File: src/rtl/bcd_counter4.sv
// Four-digit BCD up/down counter with tick stepping, hold-to-repeat and
// one-cycle overflow/underflow/changed pulses.
module bcd_counter4 #(
  parameter int unsigned REPEAT_DELAY  = 25000000,
  parameter int unsigned REPEAT_PERIOD = 5000000,
  parameter bit          WRAP          = 1'b1
) (
  input  logic       CLK,
  input  logic       RESET,
  input  logic       inc_tick,
  input  logic       dec_tick,
  input  logic       inc_hold,
  input  logic       dec_hold,
  input  logic       clr,
  output logic [3:0] units,
  output logic [3:0] tens,
  output logic [3:0] hundreds,
  output logic [3:0] thousands,
  output logic       overflow,
  output logic       underflow,
  output logic       changed
);

  localparam int unsigned CntMax = (REPEAT_DELAY > REPEAT_PERIOD) ? REPEAT_DELAY : REPEAT_PERIOD;
  localparam int unsigned CntW   = (CntMax > 1) ? $clog2(CntMax) : 1;

  localparam logic [CntW-1:0] DelayLast  = CntW'(REPEAT_DELAY - 1);
  localparam logic [CntW-1:0] PeriodLast = CntW'(REPEAT_PERIOD - 1);

  typedef enum logic [1:0] {StIdle, StDelay, StRepeat} rep_state_e;

  rep_state_e      state_q, state_d;
  logic [CntW-1:0] cnt_q, cnt_d;
  logic            dir_q, dir_d;  // 1 = up
  logic [15:0]     val_q, val_d;
  logic            ovf_q, ovf_d;
  logic            unf_q, unf_d;
  logic            chg_q, chg_d;

  logic rep_step;
  logic inc_req, dec_req;
  logic at_max, at_min;
  logic hold_lost;

  function automatic logic [15:0] bcd_inc(input logic [15:0] v);
    logic [15:0] r;
    logic        c;
    r = v;
    c = 1'b1;
    for (int i = 0; i < 4; i++) begin
      if (c) begin
        if (v[4*i +: 4] == 4'd9) begin
          r[4*i +: 4] = 4'd0;
        end else begin
          r[4*i +: 4] = v[4*i +: 4] + 4'd1;
          c = 1'b0;
        end
      end
    end
    return r;
  endfunction

  function automatic logic [15:0] bcd_dec(input logic [15:0] v);
    logic [15:0] r;
    logic        b;
    r = v;
    b = 1'b1;
    for (int i = 0; i < 4; i++) begin
      if (b) begin
        if (v[4*i +: 4] == 4'd0) begin
          r[4*i +: 4] = 4'd9;
        end else begin
          r[4*i +: 4] = v[4*i +: 4] - 4'd1;
          b = 1'b0;
        end
      end
    end
    return r;
  endfunction

  // Abort repeat when the latched button drops, both are pressed, or on clear.
  assign hold_lost = clr || (inc_hold && dec_hold) || !(dir_q ? inc_hold : dec_hold);

  always_comb begin
    state_d  = state_q;
    cnt_d    = cnt_q;
    dir_d    = dir_q;
    rep_step = 1'b0;
    unique case (state_q)
      StIdle: begin
        if (!clr && (inc_hold ^ dec_hold)) begin
          state_d = StDelay;
          cnt_d   = '0;
          dir_d   = inc_hold;
        end
      end
      StDelay: begin
        if (hold_lost) begin
          state_d = StIdle;
          cnt_d   = '0;
        end else if (cnt_q == DelayLast) begin
          rep_step = 1'b1;
          state_d  = StRepeat;
          cnt_d    = '0;
        end else begin
          cnt_d = cnt_q + CntW'(1);
        end
      end
      StRepeat: begin
        if (hold_lost) begin
          state_d = StIdle;
          cnt_d   = '0;
        end else if (cnt_q == PeriodLast) begin
          rep_step = 1'b1;
          cnt_d    = '0;
        end else begin
          cnt_d = cnt_q + CntW'(1);
        end
      end
      default: begin
        state_d = StIdle;
        cnt_d   = '0;
      end
    endcase
  end

  // A tick and a repeat step in the same direction collapse into one request.
  assign inc_req = inc_tick || (rep_step && dir_q);
  assign dec_req = dec_tick || (rep_step && !dir_q);
  assign at_max  = (val_q == 16'h9999);
  assign at_min  = (val_q == 16'h0000);

  always_comb begin
    val_d = val_q;
    ovf_d = 1'b0;
    unf_d = 1'b0;
    if (clr) begin
      val_d = 16'h0000;
    end else if (inc_req && dec_req) begin
      val_d = val_q;
    end else if (inc_req) begin
      if (at_max) begin
        ovf_d = 1'b1;
        val_d = WRAP ? 16'h0000 : val_q;
      end else begin
        val_d = bcd_inc(val_q);
      end
    end else if (dec_req) begin
      if (at_min) begin
        unf_d = 1'b1;
        val_d = WRAP ? 16'h9999 : val_q;
      end else begin
        val_d = bcd_dec(val_q);
      end
    end
    chg_d = (val_d != val_q);
  end

  always_ff @(posedge CLK or negedge RESET) begin
    if (!RESET) begin
      state_q <= StIdle;
      cnt_q   <= '0;
      dir_q   <= 1'b0;
      val_q   <= 16'h0000;
      ovf_q   <= 1'b0;
      unf_q   <= 1'b0;
      chg_q   <= 1'b0;
    end else begin
      state_q <= state_d;
      cnt_q   <= cnt_d;
      dir_q   <= dir_d;
      val_q   <= val_d;
      ovf_q   <= ovf_d;
      unf_q   <= unf_d;
      chg_q   <= chg_d;
    end
  end

  assign units     = val_q[3:0];
  assign tens      = val_q[7:4];
  assign hundreds  = val_q[11:8];
  assign thousands = val_q[15:12];
  assign overflow  = ovf_q;
  assign underflow = unf_q;
  assign changed   = chg_q;

`ifndef SYNTHESIS
  digits_in_range_a : assert property (@(posedge CLK) disable iff (!RESET)
    (units <= 4'd9) && (tens <= 4'd9) && (hundreds <= 4'd9) && (thousands <= 4'd9));
  no_dual_limit_a : assert property (@(posedge CLK) disable iff (!RESET)
    !(overflow && underflow));
`endif

endmodule

File: config.mk
export PLATFORM = sky130hd
export DESIGN_NAME = bcd_counter4
export DESIGN_NICKNAME = d
export VERILOG_FILES = /design/src/rtl/bcd_counter4.sv
export SDC_FILE = /design/constraint.sdc
export NUM_CORES = 1
export LEC_CHECK = 0
export BUFFER_PORTS_ARGS = -buffer_cell sky130_fd_sc_hd__buf_2
export CAP_MARGIN = 20
export CORE_MARGIN = 3
export CORE_UTILIZATION = 40
export DETAILED_ROUTE_END_ITERATION = 12
export GPL_ROUTABILITY_DRIVEN = 0
export PLACE_DENSITY_LB_ADDON = 0.1
export SLEW_MARGIN = 20
export SYNTH_ARGS = -nofsm -noshare
export SYNTH_HDL_FRONTEND = slang
export SYNTH_SLANG_ARGS = --single-unit
File: constraint.sdc
create_clock -name CLK -period 6.08 [get_ports CLK]
set_input_delay 0.304 -clock CLK [delete_from_list [all_inputs] [get_ports CLK]]
set_output_delay 0.304 -clock CLK [all_outputs]
set_load 0.1 [all_outputs]
==> impl_metrics.tcl <==
set metrics [dict create \
    routedWlPerCell_um 18.50 \
    worstSetupPathDepth 9 \
    drc 0 \
    fp.dieW_um 107.8 \
    grt_start_max_net_pins 48 \
    post_cts_buffers 0 \
    ctsRootBufferMaster "clkbuf_8" \
    insertion_delay_ns 0.32 \
    vias 4104 \
    start_util 0.4183 \
    final_cells 661 \
    dpl.cell_count 653 \
    rsz0062_at_grt "false" \
    cpLargestDelayFamily "simple AND/OR/NAND/NOR gates" \
    async_flop_share 1.000 \
    die-area_um2 11620 \
    fin_ws_ns 2.468 \
    io_pins 26 \
    hold_violations 0 \
    path_clk_slew_ns 0.11 \
    powerDensity_nw_per_um2 232.6 \
    clock-sinks 47 \
    p_leak_nw 1.732 \
    setup_tns_ns 0 \
    start_kind "flip-flop" \
    finClkSkew_ns 0.01229 \
    yosysUniqueCellTypes 84 \
    path_buf_inv 0 \
    worst-path-max-fanout 14 \
    final_net_count 551 \
    yosys_register_bits 47 \
    path_class "reg2reg" \
    core_area_um2 9910 \
    netlist_area_um2 4145 \
    totalWireLength_mm 12.23 \
    grt_overflow 0 \
    finalCritPeriodShare 0.5941 \
    htree_levels 2 \
    row_count 36 \
    ys_seq_area_frac 0.2837 \
    n_antenna_cell 0 \
    cts_buffer_depth 2 \
    hold_class "in2async" \
    syn_to_final_growth_pct 7.093 \
    synth_nets 542 \
    drive_gt1_frac 0.1288 \
    syn_avg_cell_area_um2 8.002 \
    crit_path_top_delay_cell "dfrtp_1" \
    fin_crit_ns 3.612 \
    cts_tree "done" \
    cpPeakStageDelay_ns 0.63 \
    slew_viol_final 0 \
    cp.arrival_ns 3.82 \
    status "complete, no violations" \
    hold_ws_ns 0.07437 \
    grt_pass1_wl_mm 19.82 \
    cts_resized 0 \
    dp_hpwl_mm 8.789 \
    regArea_um2 1176 \
    cts_hold_buf 0 \
    finalSetupViolCount 0 \
    first_pass_iters 5 \
    drt_iter0_markers 291 \
    syn_inst 518 \
    yosysWarningCount 0 \
    endpoint_kind "flip-flop" \
    crit_chain "ha_1 -> nand3b_1 -> nor3_2 -> a21oi_1 -> or4_1 -> a31o_1 -> a221oi_1 -> o2111a_1 -> nand4_1" \
    required_ns 6.29 \
    worstRegToRegCells 9 \
    portBuffers 25 \
    clock.fmax_mhz 276.8 \
    tightest_slew_ns 0.8479 \
    multiInputGateArea_um2 2734 \
    ys.flop_type "dfrtp_1" \
    maxSlewHeadroom 0.4347 \
    dpl_worst_slack_ns 2.585 \
    cts-buffers-inserted 5 \
    fillers 1022 \
    track_usage 0.2129 \
    grt_pass1_vias 3911 \
    peakVddDrop_mv 0.1202 \
    ant_nets 0 \
    cap_violations 0 \
    antenna_found_initial 1 \
    routed_via_density 6.209 \
    synth_edf_count 0 \
    die_h_um 107.8 \
]
==> synth_stat cells (3+ instances only) <==
cell type / n / area share
nand2_1: 56 / 0.051
nor2_1: 51 / 0.046
dfrtp_1: 47 / 0.28
o21ai_0: 46 / 0.056
a21oi_1: 30 / 0.036
nand3_1: 27 / 0.033
nor3_1: 22 / 0.027
inv_1: 21 / 0.019
ha_1: 17 / 0.051
clkbuf_1: 14 / 0.013
and3_1: 12 / 0.018
nand4_1: 8 / 0.012
a211oi_1: 7 / 0.013
a31oi_1: 7 / 0.011
o31ai_1: 7 / 0.013
xor2_1: 7 / 0.015
mux2i_1: 6 / 0.014
nand2b_1: 6 / 0.0091
and2_1: 5 / 0.0075
buf_2: 5 / 0.0060
nand3b_1: 5 / 0.0091
nor4_1: 5 / 0.0075
a221oi_1: 4 / 0.0085
a22oi_1: 4 / 0.0072
nand4b_1: 4 / 0.0085
nor3b_1: 4 / 0.0072
or4_1: 4 / 0.0072
a221o_1: 3 / 0.0072
and3_2: 3 / 0.0054
and4_1: 3 / 0.0063
clkbuf_8: 3 / 0.010
mux2_2: 3 / 0.0081
nor2b_1: 3 / 0.0045
o22ai_1: 3 / 0.0045
or3_1: 3 / 0.0045
==> where the power goes <==
group / internal, mW / switching [mW] / leakage [nW]
Combinational: 0.110 / 0.262 / 1.03
Clock: 0.164 / 0.123 / 0.0644
Sequential: 0.330 / 0.0432 / 0.637
Total: 0.604 / 0.429 / 1.73
==> sequential cells by signal, summed over array words and instances, names as in the netlist <==
name	count
cnt_q	25
val_q	16
state_q	2
changed	1
dir_q	1
overflow	1
underflow	1
==> layout make-up <==
class,count,area share
Inverter,21,0.01776
Multi-Input combinational cell,424,0.6158
Clock buffer,5,0.01550
Sequential cell,47,0.2649
Tap cell,133,0.03749
Timing Repair Buffer,28,0.03326
Clock inverter,3,0.01522
==> logic make-up after synthesis <==
| group | share of synthesized area |
|---|---|
| compound gates | 0.2514 |
| xor+xnor | 0.01902 |
| fa+ha+maj | 0.05131 |
| buf+inv | 0.05674 |
| flops | 0.2837 |
| mux | 0.02898 |
| simple gates | 0.3088 |
==> worst register-to-register path, delay by kind of cell, from the launching register on <==
| kind | cells | cell delay [ns] |
|---|---|---|
| and+or+nand+nor | 4 | 1.65 |
| AOI/OAI and AO/OA | 4 | 0.93 |
| adders and majority gates | 1 | 0.30 |
| DFF | 1 | 0.63 |
==> metrics by stage <==
step	cell area, um2	util	power [mW]
floorplan	4145	-	0.6723
global placement	4303	0.4342	0.7481
detailed placement	4303	0.4342	0.7471
CTS	4439	0.4480	1.039
global route	4439	0.4480	1.094
finish	4439	0.4480	1.033
==> path summary, 6_finish.rpt <==
path	start	endpoint	slack, ns
setup / recovery	val_q[0]	changed	2.47
setup reg to reg	val_q[0]	changed	2.47
hold reg to reg	cnt_q[1]	cnt_q[1]	0.52
max in group asynchronous	RESET	cnt_q[17]	5.57
min in group CLK	inc_hold	dir_q	0.25
hold / removal	RESET	val_q[13]	0.07
==> layout by cell type (no fill, tap or decap), types with 4 or more instances in the layout <==
cell      instances
a211oi_1          7
a21oi_1          30
a221oi_1          4
a22oi_1           4
a31oi_1           7
and2_1            5
and3_1           12
buf_2            25
clkbuf_8          5
dfrtp_1          47
ha_1             17
inv_1            21
mux2i_1           6
nand2_1          56
nand2b_1          6
nand3_1          27
nand3b_1          5
nand4_1           8
nand4b_1          4
nor2_1           51
nor3_1           22
nor3b_1           4
nor4_1            5
o21ai_0          45
o31ai_1           7
or4_1             4
xor2_1            7
==> metal layers <==
layer / share of wire / wire, um / GRT usage
met1: 0.42 / 5170 / 0.2646
met2: 0.49 / 5935 / 0.3570
met3: 0.058 / 705 / 0.03479
met4: 0.033 / 404 / 0.1028
met5: 0.0011 / 13 / 0
Note: power is estimated with default switching activity, not from simulation.
